===== src/rtl/addsub_arbiter.sv =====
// Round-robin arbiter sharing one registered add/subtract datapath between two requesters.
// Each operation is issued in IDLE, executes for one cycle in EXEC, and completes into res.
module addsub_arbiter #(
    parameter int W = 32
) (
    input  logic         CLK,
    input  logic         RST_N,
    input  logic         req0,
    input  logic         req1,
    input  logic         op0,
    input  logic         op1,
    input  logic [W-1:0] a0,
    input  logic [W-1:0] b0,
    input  logic [W-1:0] a1,
    input  logic [W-1:0] b1,
    output logic         gnt0,
    output logic         gnt1,
    output logic         done0,
    output logic         done1,
    output logic [W-1:0] res,
    output logic         busy,
    output logic [W-1:0] dp_a,
    output logic [W-1:0] dp_b,
    output logic         dp_sub,
    input  logic [W-1:0] dp_res
);

    typedef enum logic {IDLE, EXEC} state_t;

    state_t       r_state;
    state_t       w_state_nxt;
    logic         w_grant0;
    logic         w_grant1;
    logic         r_last;
    logic         r_owner;
    logic         r_gnt0;
    logic         r_gnt1;
    logic         r_done0;
    logic         r_done1;
    logic [W-1:0] r_res;
    logic [W-1:0] r_dp_a;
    logic [W-1:0] r_dp_b;
    logic         r_dp_sub;

    // r_last = 1 means channel 1 was served last, so channel 0 wins a tie.
    always_comb begin
        w_state_nxt = r_state;
        w_grant0    = 1'b0;
        w_grant1    = 1'b0;
        case (r_state)
            IDLE: begin
                w_grant0 = req0 && (!req1 || r_last);
                w_grant1 = req1 && !w_grant0;
                if (w_grant0 || w_grant1)
                    w_state_nxt = EXEC;
            end
            EXEC: w_state_nxt = IDLE;
            default: w_state_nxt = IDLE;
        endcase
    end

    always_ff @(posedge CLK or negedge RST_N) begin
        if (!RST_N)
            r_state <= IDLE;
        else
            r_state <= w_state_nxt;
    end

    always_ff @(posedge CLK or negedge RST_N) begin
        if (!RST_N) begin
            r_last   <= 1'b1;
            r_owner  <= 1'b0;
            r_gnt0   <= 1'b0;
            r_gnt1   <= 1'b0;
            r_done0  <= 1'b0;
            r_done1  <= 1'b0;
            r_res    <= '0;
            r_dp_a   <= '0;
            r_dp_b   <= '0;
            r_dp_sub <= 1'b0;
        end else begin
            r_gnt0  <= w_grant0;
            r_gnt1  <= w_grant1;
            r_done0 <= (r_state == EXEC) && !r_owner;
            r_done1 <= (r_state == EXEC) && r_owner;
            if (w_grant0 || w_grant1) begin
                r_dp_a   <= w_grant1 ? a1  : a0;
                r_dp_b   <= w_grant1 ? b1  : b0;
                r_dp_sub <= w_grant1 ? op1 : op0;
                r_owner  <= w_grant1;
                r_last   <= w_grant1;
            end
            if (r_state == EXEC)
                r_res <= dp_res;
        end
    end

    assign gnt0   = r_gnt0;
    assign gnt1   = r_gnt1;
    assign done0  = r_done0;
    assign done1  = r_done1;
    assign res    = r_res;
    assign busy   = (r_state == EXEC);
    assign dp_a   = r_dp_a;
    assign dp_b   = r_dp_b;
    assign dp_sub = r_dp_sub;

endmodule


===== config.mk =====
export PLATFORM = sky130hd
export DESIGN_NAME = addsub_arbiter
export DESIGN_NICKNAME = d
export VERILOG_FILES = /design/src/rtl/addsub_arbiter.sv
export SDC_FILE = /design/constraint.sdc
export NUM_CORES = 1
export LEC_CHECK = 0
export ABC_AREA = 1
export BUFFER_PORTS_ARGS = -buffer_cell sky130_fd_sc_hd__buf_4
export CELL_PAD_IN_SITES_DETAIL_PLACEMENT = 1
export CELL_PAD_IN_SITES_GLOBAL_PLACEMENT = 2
export CORE_MARGIN = 5
export CORE_UTILIZATION = 25
export DETAILED_ROUTE_END_ITERATION = 16
export PLACE_DENSITY = 0.81
export SKIP_CTS_REPAIR_TIMING = 1
export SLEW_MARGIN = 25
export SYNTH_ARGS = -nofsm -noshare
export SYNTH_HDL_FRONTEND = slang
export SYNTH_SLANG_ARGS = --single-unit

===== constraint.sdc =====
create_clock -name CLK -period 3.17 [get_ports CLK]
set_input_delay 0.7925 -clock CLK [delete_from_list [all_inputs] [get_ports CLK]]
set_output_delay 0.7925 -clock CLK [all_outputs]
set_load 0.05 [all_outputs]

# --- After elaboration in Yosys (flattened, before gate mapping) ---
# Index checks and enable logic that the tools add are counted.
op_classes:
  mux: 7
  bitwise_logic: 1
  reduce_logical: 10
ops:
  columns: ["op", "n"]
  rows:
  - ["$mux 32", 2]
  - ["$logic_and 1x1->1", 4]
  - ["$mux 1", 4]
  - ["$logic_not 1->1", 3]
  - ["$logic_or 1x1->1", 3]
  - ["$pmux 1 s2", 1]
  - ["$not 1->1", 1]
totals:
  regBits: 104

# --- Logic depth before layout (Yosys ltp) ---
# Gate-level depths: netlist (run 1).
depth:
  ltp_word: 8
  mapped_depth: 10

# --- Worst setup path after synthesis (run 1) ---
# OpenSTA, ideal clock, no wires.
synth_timing:
  path_kind: "input to register"
  start: "input req1"
  end: "register r_dp_a[0] (netlist: dp_a[0])"
  required_time_ps: 3052
  arrival_ps: 1476
  setup_time_ps: 118
  path_stages: 7
  path_slack_ps: 1576
  cell_sequence: "nand2_1 nand2_1 buf_2 buf_2 nand3_1 nand3_1 nand2_1"
synth_via:
  elab_chain_cells: 7
  word_cells_on_any_way: 9
  classes_between: "3 x mux; 6 x reduce/logical"
synth_rtl:
  columns: ["item", "line", "text"]
  rows:
  - ["start, declared", "9", "input logic req1,"]
  - ["$logic_not 1->1", "52", "w_grant0 = req0 && (!req1 || r_last);"]
  - ["$logic_or 1x1->1", "52", null]
  - ["$logic_and 1x1->1", "52", null]
  - ["$logic_not 1->1", "53", "w_grant1 = req1 && !w_grant0;"]
  - ["$logic_and 1x1->1", "53", null]
  - ["$mux 1", "50", "case (r_state)"]
  - ["$mux 32 / $logic_or 1x1->1 (equally long branches)", "87, 86", null]
  - ["end signal, assigned", "87", "r_dp_a <= w_grant1 ? a1 : a0;"]
  - ["end, declared", "41", "logic [W-1:0] r_dp_a;"]
# Parallel ways exist; a longest one is shown, timed or not.
# A chain may end at the register's enable or synchronous reset.

# --- Worst setup path after layout (run 1) ---
layout_timing:
  start: "register r_state (netlist: busy)"
  end: "register r_dp_a[15] (netlist: dp_a[15])"
layout_via:
  elab_chain_cells: 2
  word_cells_on_any_way: 4
  classes_between: "3 x mux; 1 x reduce/logical"
layout_rtl:
  columns: ["item", "line", "text"]
  rows:
  - ["start, declared", "30", "state_t r_state;"]
  - ["start signal, assigned", "66", "r_state <= w_state_nxt;"]
  - ["$mux 1", "50", null]
  - ["$mux 32 / $logic_or 1x1->1 (equally long branches)", "87, 86", null]
# Parallel ways exist; a longest one is shown, timed or not.

==> impl_metrics.json, run 1 <==
{
  "status": "finished, final reports clean",
  "rows": 53,
  "mostFrequentLayoutCell": "buf_4",
  "tns_ns": 0,
  "cts_sinks": 104,
  "finalHoldViolCount": 0,
  "ir_worst_vdd_v": 0.000276,
  "drive_gt1_share_pct": 31.2,
  "overflow": 0,
  "clk_latency_ns": 0.35,
  "first_iter_violations": 220,
  "rsz0062_at_grt": "no",
  "cts_tree": "yes",
  "timing.hold.ws_ns": 0.476,
  "avgSynthCellArea_um2": 7.32,
  "synthXorXnorAreaFrac_pct": 0,
  "fmax_ghz": 0.435,
  "synth.mux.area_fraction_pct": 0,
  "synth-compound-area-share_pct": 0.189,
  "routedWlPerCell_um": 16.1,
  "antenna_left": 0,
  "fin_nets": 1127,
  "port_buffers": 267,
  "grt_pass1_wl_um": 31200,
  "slew_violations": 0,
  "initial_core_util_pct": 25.3,
  "fp.dieH_um": 155,
  "start_kind": "flop",
  "die_w_um": 155,
  "worst_pin_slew_ns": 0.801,
  "fill_cells": 2626,
  "worst_clock_skew_ns": 0.00665,
  "viasPerCell": 4.36,
  "track_usage_pct": 16.2,
  "p_per_area_nw_per_um2": 898,
  "drt-pass1-iter-count": 4,
  "period_share_pct": 72.6,
  "relSlewSlack_pct": 46.6,
  "synth_nets": 888,
  "synth_warnings": 0,
  "synth_cells": 722,
  "routed_wl_um": 20000,
  "vias": 5405,
  "num_io_pins": 268,
  "final_cell_mix": "buf_4, nand2_1, nand3_1",
  "synth_top_area_share_pct": 48.8,
  "finalWeightedCongestion": 0.746,
  "crit_path_end_kind": "flop",
  "insertedDiodeCount": 0,
  "grt_pass1_vias": 5536,
  "yosysSeqAreaShare_pct": 49.3,
  "area_delta_synth_final_pct": 47.1,
  "dp_hpwl_um": 14200,
  "hold_path_class": "reg2reg",
  "clk_pin_slew_ns": 0.08,
  "p_leak_nw": 4.64,
  "fin_ws_ns": 0.869,
  "synthSimpleGateAreaFrac_pct": 35.3,
  "core-area_um2": 20900,
  "cap_violations": 0,
  "pre_cts_slack_ns": 0.757,
  "synth_area_um2": 5290,
  "synthTopCellsByArea": "dfrtp_1, nand3_1, nand2_1",
  "ys_types": 15,
  "critPathRequiredTime_ns": 3.41,
  "clock-root-buffer": "clkbuf_16",
  "numCtsBuffers": 9,
  "synth-adder-area-share_pct": 0,
  "path_max_fanout": 67,
  "dieArea_um2": 24200,
  "grt_max_degree": 69,
  "yosys_register_bits": 104,
  "path_class": "reg2reg",
  "critPathArrivalTime_ns": 2.54,
  "synth_top_family_by_area": "simple AND/OR/NAND/NOR gates",
  "antenna_found_initial": 1,
  "cts_buffer_depth": 2,
  "drc": 0,
  "synth_top_area_cell": "dfrtp_1",
  "htreeDepth": 3,
  "setup-violations-final": 0,
  "period_needed_ns": 2.30
}
report_power, final:
| group | total, mW | switching [mW] | internal, mW |
|---|---|---|---|
| Sequential | 2.06 | 0.269 | 1.79 |
| Combinational | 3.69 | 2.65 | 1.04 |
| Clock | 1.23 | 0.536 | 0.694 |
| Total | 6.98 | 3.45 | 3.53 |
path summary, 6_finish.rpt:
kind / depth (start not counted) / to / slack, ns / start
max: 7 / dp_a[15]$_DFFE_PN0P_ / 0.87 / busy$_DFF_PN0_
min: 1 / done0$_DFF_PN0_ / 0.48 / r_owner$_DFFE_PN0P_
max reg2reg: 7 / dp_a[15]$_DFFE_PN0P_ / 0.87 / busy$_DFF_PN0_
min reg2reg: 1 / done0$_DFF_PN0_ / 0.48 / r_owner$_DFFE_PN0P_
max in group asynchronous: 2 / dp_a[21]$_DFFE_PN0P_ / 1.92 / RST_N
min in group asynchronous: 1 / res[10]$_DFFE_PN0P_ / 0.50 / RST_N
routing by layer:
| metal | track usage [%] | part of all wire (%) |
|---|---|---|
| met3 | 4.90 | 8.1 |
| met1 | 21.4 | 45 |
| met2 | 26.1 | 46 |
| met4 | 3.92 | 1.1 |
| met5 | 0 | 0.065 |
synth_stat cells (all sizes together):
cell	instances
clkbuf	16
o21ai	2
inv	138
nor2	1
nand3	196
dfrtp	103
dfstp	1
buf	33
nand2	232
final cells by class:
cell class	instances	area (um^2)	share of cell area, %
timing repair buffer	277	2100	27.1
tap	275	344	4.42
multi-input combinational	431	1890	24.2
sequential	104	2600	33.5
inverter	138	520	6.69
clock buffer	9	225	2.90
clock inverter	7	93.8	1.21
critical path, cell delays in order, from the launching register on:
cell	delay, ns
dfrtp_1	0.41
inv_4	0.32
nand2_4	0.28
inv_2	0.13
buf_4	0.62
nand3_1	0.17
nand3_1	0.13
nand2_1	0.07
stage by stage:
step	util, %	area (um^2)	std cells	total power [mW]
floorplan	-	5290	722	4.51
global placement	35.7	7460	1225	5.80
detailed placement	35.7	7460	1225	5.84
CTS	37.2	7780	1241	7.10
global route	37.2	7780	1241	7.39
finish	37.2	7780	1241	6.98
cell families (layout without fill, tap and decap cells):
logic type             after synthesis  count (layout)
AND/OR/NAND/NOR                    429             429
buffers and inverters              187             431
flip-flops                         104             104
AO/OA/AOI/OAI                        2               2
registers in the layout (all words and copies together) (netlist names):
| register | cells |
|---|---|
| dp_b | 32 |
| done0 | 1 |
| dp_a | 32 |
| busy | 1 |
| done1 | 1 |
| r_last | 1 |
| res | 32 |
| gnt0 | 1 |
| dp_sub | 1 |
| gnt1 | 1 |
| r_owner | 1 |
Power figures use the tool's default switching activity.
==> inputs of run 2 (changes only) <==
- CORE_UTILIZATION: 25 -> 24
- PLACE_DENSITY: 0.81 -> 0.78
- clock period: 3.17 -> 2.4 ns (I/O delays scaled with it)
==> run 2 against run 1 <==
Compared with the run above:
- via count is 1.4% higher
- utilization is 1.2 points lower
- worst setup slack worse by 0.17 ns
- power is 33% higher
- clock skew is 0.0025 ns higher
- largest cell class unchanged
- register-to-register slack worse by 0.16 ns
- hold slack worse by 0.34 ns
- routed wire length is 1.4% higher
- first-iteration DRC count is 3.2% lower
==> impl_metrics.json, run 2 (synthesis gave the netlist of run 1 again) <==
{
  "core-area_um2": 21800,
  "switchingPower_mw": 4.58,
  "drc": 0,
  "hold_path_class": "in2async",
  "fill_cells": 2738,
  "final_core_util_pct": 36.1,
  "path_class": "reg2out",
  "path_depth": 1,
  "slowest_delay_ns": 0.50,
  "tns_ns": 0,
  "dp_hpwl_um": 14800,
  "setup-violations-final": 0,
  "grt_max_degree": 57,
  "first_iter_violations": 213,
  "clock-root-buffer": "clkbuf_16",
  "swShare_pct": 49.4,
  "drive_gt1_share_pct": 31.7,
  "start_kind": "flop",
  "fmax_ghz": 0.589,
  "grt_pass1_wl_um": 31100,
  "path_max_fanout": 5,
  "critPathBufInv": 1,
  "clk_pin_slew_ns": 0.08,
  "regArea_um2": 2600,
  "mostFrequentLayoutCell": "buf_4",
  "crit_start": "busy$_DFF_PN0_",
  "pwr-share-seq_pct": 29.3,
  "critPathArrivalTime_ns": 1.10,
  "grt_pass1_vias": 5513,
  "cts_buffer_depth": 2,
  "clk_latency_ns": 0.35,
  "power.share.combinational_pct": 52.8,
  "p_total_mw": 9.28,
  "fp.dieH_um": 158,
  "p_per_area_nw_per_um2": 1180,
  "routedWlPerCell_um": 16.1,
  "ir_worst_vdd_v": 0.000390,
  "slowest_stage": "dfrtp_1",
  "initial_core_util_pct": 24.3,
  "rows": 54,
  "relSlewSlack_pct": 60.5,
  "multi_input_area_um2": 1890,
  "cts_sinks": 104,
  "die_w_um": 158,
  "power.internal_mw": 4.70,
  "regToRegSetupSlack_ns": 0.71,
  "pwr-share-clk_pct": 17.9,
  "finalHoldViolCount": 0,
  "port_buffers": 267,
  "overflow": 0,
  "crit-reg2reg-launch": "busy$_DFF_PN0_",
  "cts_tree": "yes",
  "fin_nets": 1134,
  "r2r_end": "dp_a[15]$_DFFE_PN0P_",
  "area_delta_synth_final_pct": 48.4,
  "critPathRequiredTime_ns": 1.80,
  "track_usage_pct": 15.8,
  "cap_violations": 0,
  "num_io_pins": 268,
  "drt-pass1-iter-count": 4,
  "path_cells": "buf_4",
  "rr_worst_depth": 7,
  "dieArea_um2": 25100,
  "rsz0062_at_grt": "no",
  "htreeDepth": 3,
  "routed_wl_um": 20200,
  "viasPerCell": 4.37,
  "p_leak_nw": 4.67,
  "worst_pin_slew_ns": 0.592,
  "period_share_pct": 70.7,
  "vias": 5481,
  "crit_path_end_kind": "output port",
  "numCtsBuffers": 9,
  "worst_clock_skew_ns": 0.00917,
  "finalWeightedCongestion": 0.753,
  "status": "finished, final reports clean",
  "antenna_found_initial": 1,
  "crit_family": "flip-flops",
  "slew_violations": 0,
  "final_cell_mix": "buf_4, nand2_1, nand3_1",
  "fin_cells": 1254,
  "placed_cells": 1237,
  "period_needed_ns": 1.70,
  "antenna_left": 0
}
==> run 2: area by class of cell <==
type / count / share of cell area, %
antenna: 1 / 0.0319
tap: 280 / 4.46
sequential: 104 / 33.2
timing repair buffer: 284 / 27.5
multi-input combinational: 431 / 24.0
inverter: 138 / 6.63
clock inverter: 7 / 1.31
clock buffer: 9 / 2.87
==> run 2: stage by stage <==
step           area, um^2  hold slack (ns)  setup slack (ns)
5_1_grt              7850            0.141             0.546
4_1_cts              7850            0.130             0.651
3_3_place_gp         7520            0.450             0.587
3_5_place_dp         7520            0.454             0.518
2_1_floorplan        5290            0.304             0.815
6_report             7850            0.134             0.704
==> run 2: power groups by stage <==
stage	logic [mW]	registers, mW	clock network [mW]
3_5_place_dp	4.99	2.76	0
3_3_place_gp	4.96	2.74	0
5_1_grt	5.23	2.81	1.80
6_report	4.90	2.72	1.66
4_1_cts	4.99	2.74	1.73
2_1_floorplan	1.11	4.85	0
==> run 2: worst max-delay path by stage <==
stage / to / slack (ns)
finish: busy / 0.70
CTS: busy / 0.65
floorplan: dp_a[10]$_DFFE_PN0P_ / 0.81
detailed placement: dp_b[2]$_DFFE_PN0P_ / 0.52
global placement: dp_a[15]$_DFFE_PN0P_ / 0.59
global route: dp_a[15]$_DFFE_PN0P_ / 0.55
==> run 2: layer usage <==
| layer | global-route usage, % | up-vias | part of all wire (%) |
|---|---|---|---|
| li1 | - | 2688 | - |
| met1 | 20.6 | 2610 | 43 |
| met2 | 25.9 | 169 | 47 |
| met3 | 4.57 | 14 | 8.9 |
| met4 | 4.18 | 0 | 1.4 |
| met5 | 0 | - | 0 |
==> inputs of run 3 (changes only) <==
- ABC_AREA: 1 -> 0
- PLACE_DENSITY: 0.78 -> 0.76
- clock period: 2.4 -> 1.6 ns (I/O delays scaled with it)
==> run 3 against run 2 <==
Compared with the run above:
- final cell count down 25%
- worst setup slack got worse by 0.65 ns
- combinational power decreased by 6.7%
- utilization increased by 2.5 points
- non-clock buffer count unchanged
- first-iteration DRC count is 7.0% lower
- critical endpoint unchanged
- largest power group unchanged
- highest routed layer unchanged
==> impl_metrics.json, run 3 <==
{
  "overflow": 0,
  "crit_path_end_kind": "output port",
  "fmax_ghz": 0.647,
  "path_cells": "buf_12, buf_6",
  "relSlewSlack_pct": 72.2,
  "clk_latency_ns": 0.35,
  "p_per_area_nw_per_um2": 1420,
  "cts_buffer_depth": 2,
  "yosys_register_bits": 104,
  "insertedDiodeCount": 0,
  "drc": 0,
  "synthTopCellsByArea": "dfrtp_1, a31oi_1, mux2_2",
  "first_iter_violations": 198,
  "cts_tree": "yes",
  "routed_wl_um": 18500,
  "slowest_stage": "dfrtp_2",
  "vias": 4613,
  "synth_top_area_cell": "dfrtp_1",
  "synth_area_um2": 4600,
  "synth_flop_cell": "dfrtp_1",
  "slowest_delay_ns": 0.41,
  "worst_pin_slew_ns": 0.417,
  "finalHoldViolCount": 0,
  "drive_gt1_share_pct": 47.5,
  "synth_top_area_share_pct": 56.1,
  "grt_max_degree": 77,
  "cap_violations": 0,
  "die_w_um": 148,
  "period_share_pct": 96.6,
  "crit_family": "flip-flops",
  "initial_core_util_pct": 24.5,
  "synth_cells": 458,
  "avgSynthCellArea_um2": 10.0,
  "timing.hold.ws_ns": 0.281,
  "met1Wirelength_um": 7390,
  "p_leak_nw": 3.26,
  "port_buffers": 267,
  "critPathBufInv": 2,
  "setup-violations-final": 0,
  "fin_nets": 872,
  "status": "finished, final reports clean",
  "antenna_left": 0,
  "cts_sinks": 104,
  "wl_met2_um": 9300,
  "final_core_util_pct": 38.6,
  "clk_pin_slew_ns": 0.08,
  "area_delta_synth_final_pct": 57.6,
  "slew_violations": 0,
  "mostFrequentLayoutCell": "buf_4",
  "path_max_fanout": 25,
  "rsz0062_at_grt": "no",
  "period_needed_ns": 1.55,
  "yosysSeqAreaShare_pct": 56.6,
  "viasPerCell": 4.88,
  "grt_pass1_wl_um": 28500,
  "async_flop_share_pct": 100,
  "final_cell_mix": "buf_4, dfrtp_1, nor2_1",
  "critPathRequiredTime_ns": 1.20,
  "fp.dieH_um": 148,
  "clock-root-buffer": "clkbuf_16",
  "synth_nets": 624,
  "critPathArrivalTime_ns": 1.15,
  "track_usage_pct": 16.4,
  "top_layer": "met4",
  "drt-pass1-iter-count": 4,
  "rows": 50,
  "routedWlPerCell_um": 19.5,
  "worst_clock_skew_ns": 0.00686,
  "ys_types": 20,
  "synth_common_cells": "dfrtp_1, nor2_1, a31oi_1, nand3_1, o21ai_0",
  "grt_pass1_vias": 5046,
  "yosysMostFrequentCell": "dfrtp_1",
  "num_io_pins": 268,
  "core-area_um2": 18800,
  "start_kind": "flop",
  "finalWeightedCongestion": 0.783,
  "ir_worst_vdd_v": 0.000514,
  "wl_met3_um": 1360,
  "hold_path_class": "in2reg",
  "dp_hpwl_um": 13800,
  "path_class": "reg2out",
  "antenna_found_initial": 0,
  "htreeDepth": 3,
  "dieArea_um2": 22000,
  "synth-edff-count": 0,
  "numCtsBuffers": 9,
  "synth_warnings": 0
}
run 3: path summary, 6_finish.rpt:
path | start | end | slack [ns] | cells past startpoint
max in group asynchronous | RST_N | dp_b[27]$_DFFE_PN0P_ | 0.49 | 3
hold reg to reg | r_owner$_DFFE_PN0P_ | done0$_DFF_PN0_ | 0.45 | 1
setup / recovery | busy$_DFF_PN0_ | busy | 0.05 | 2
min in group asynchronous | RST_N | dp_b[19]$_DFFE_PN0P_ | 0.52 | 2
hold / removal | dp_res[17] | res[17]$_DFFE_PN0P_ | 0.28 | 2
setup reg to reg | busy$_DFF_PN0_ | dp_b[15]$_DFFE_PN0P_ | 0.11 | 5
run 3: cells by family (layout without fill, tap and decap cells):
logic type	Yosys count	in the layout	share of synthesized area, %
buf+inv	48	301	5.52
flops	104	104	56.6
simple gates	141	141	13.7
compound gates	133	133	16.4
mux	32	32	7.84
run 3: final cells by class:
type                       instances  area (um^2)
tap                              234          293
clock buffer                       9          225
timing repair buffer             284         2300
multi-input combinational        306         1760
inverter                           1         3.75
clock inverter                     7         62.6
fill                            2150        11500
sequential                       104         2610
run 3: worst register-to-register path, stage by stage, from the launching register on:
cell and delay [ns]:
dfrtp_2 0.44, buf_4 0.16, nand2b_2 0.22, buf_12 0.19, o21ai_0 0.23, a31oi_1 0.11
run 3: power by group:
group          internal (mW)  total (mW)  switching (mW)
registers               3.17        3.50           0.322
clock network           1.09        2.20            1.10
logic                   1.51        4.57            3.06
total                   5.78        10.3            4.49
run 3: per-layer routing:
layer	vias up	global-route usage [%]
met5	-	0
met4	0	5.59
met3	26	4.45
met2	183	27.6
met1	2269	20.3
li1	2135	-
run 3: metrics by stage:
stage          TNS, ns  instances  power (mW)  instance area [um^2]  worst slack [ns]
5_1_grt              0        945        10.8                  7250           0.00943
3_5_place_dp         0        927        8.19                  6940             0.146
2_1_floorplan        0        458        6.37                  4600          0.000906
6_report             0        945        10.3                  7250            0.0544
3_3_place_gp         0        927        8.08                  6940             0.210
4_1_cts         -0.152        943        10.4                  7230            -0.152
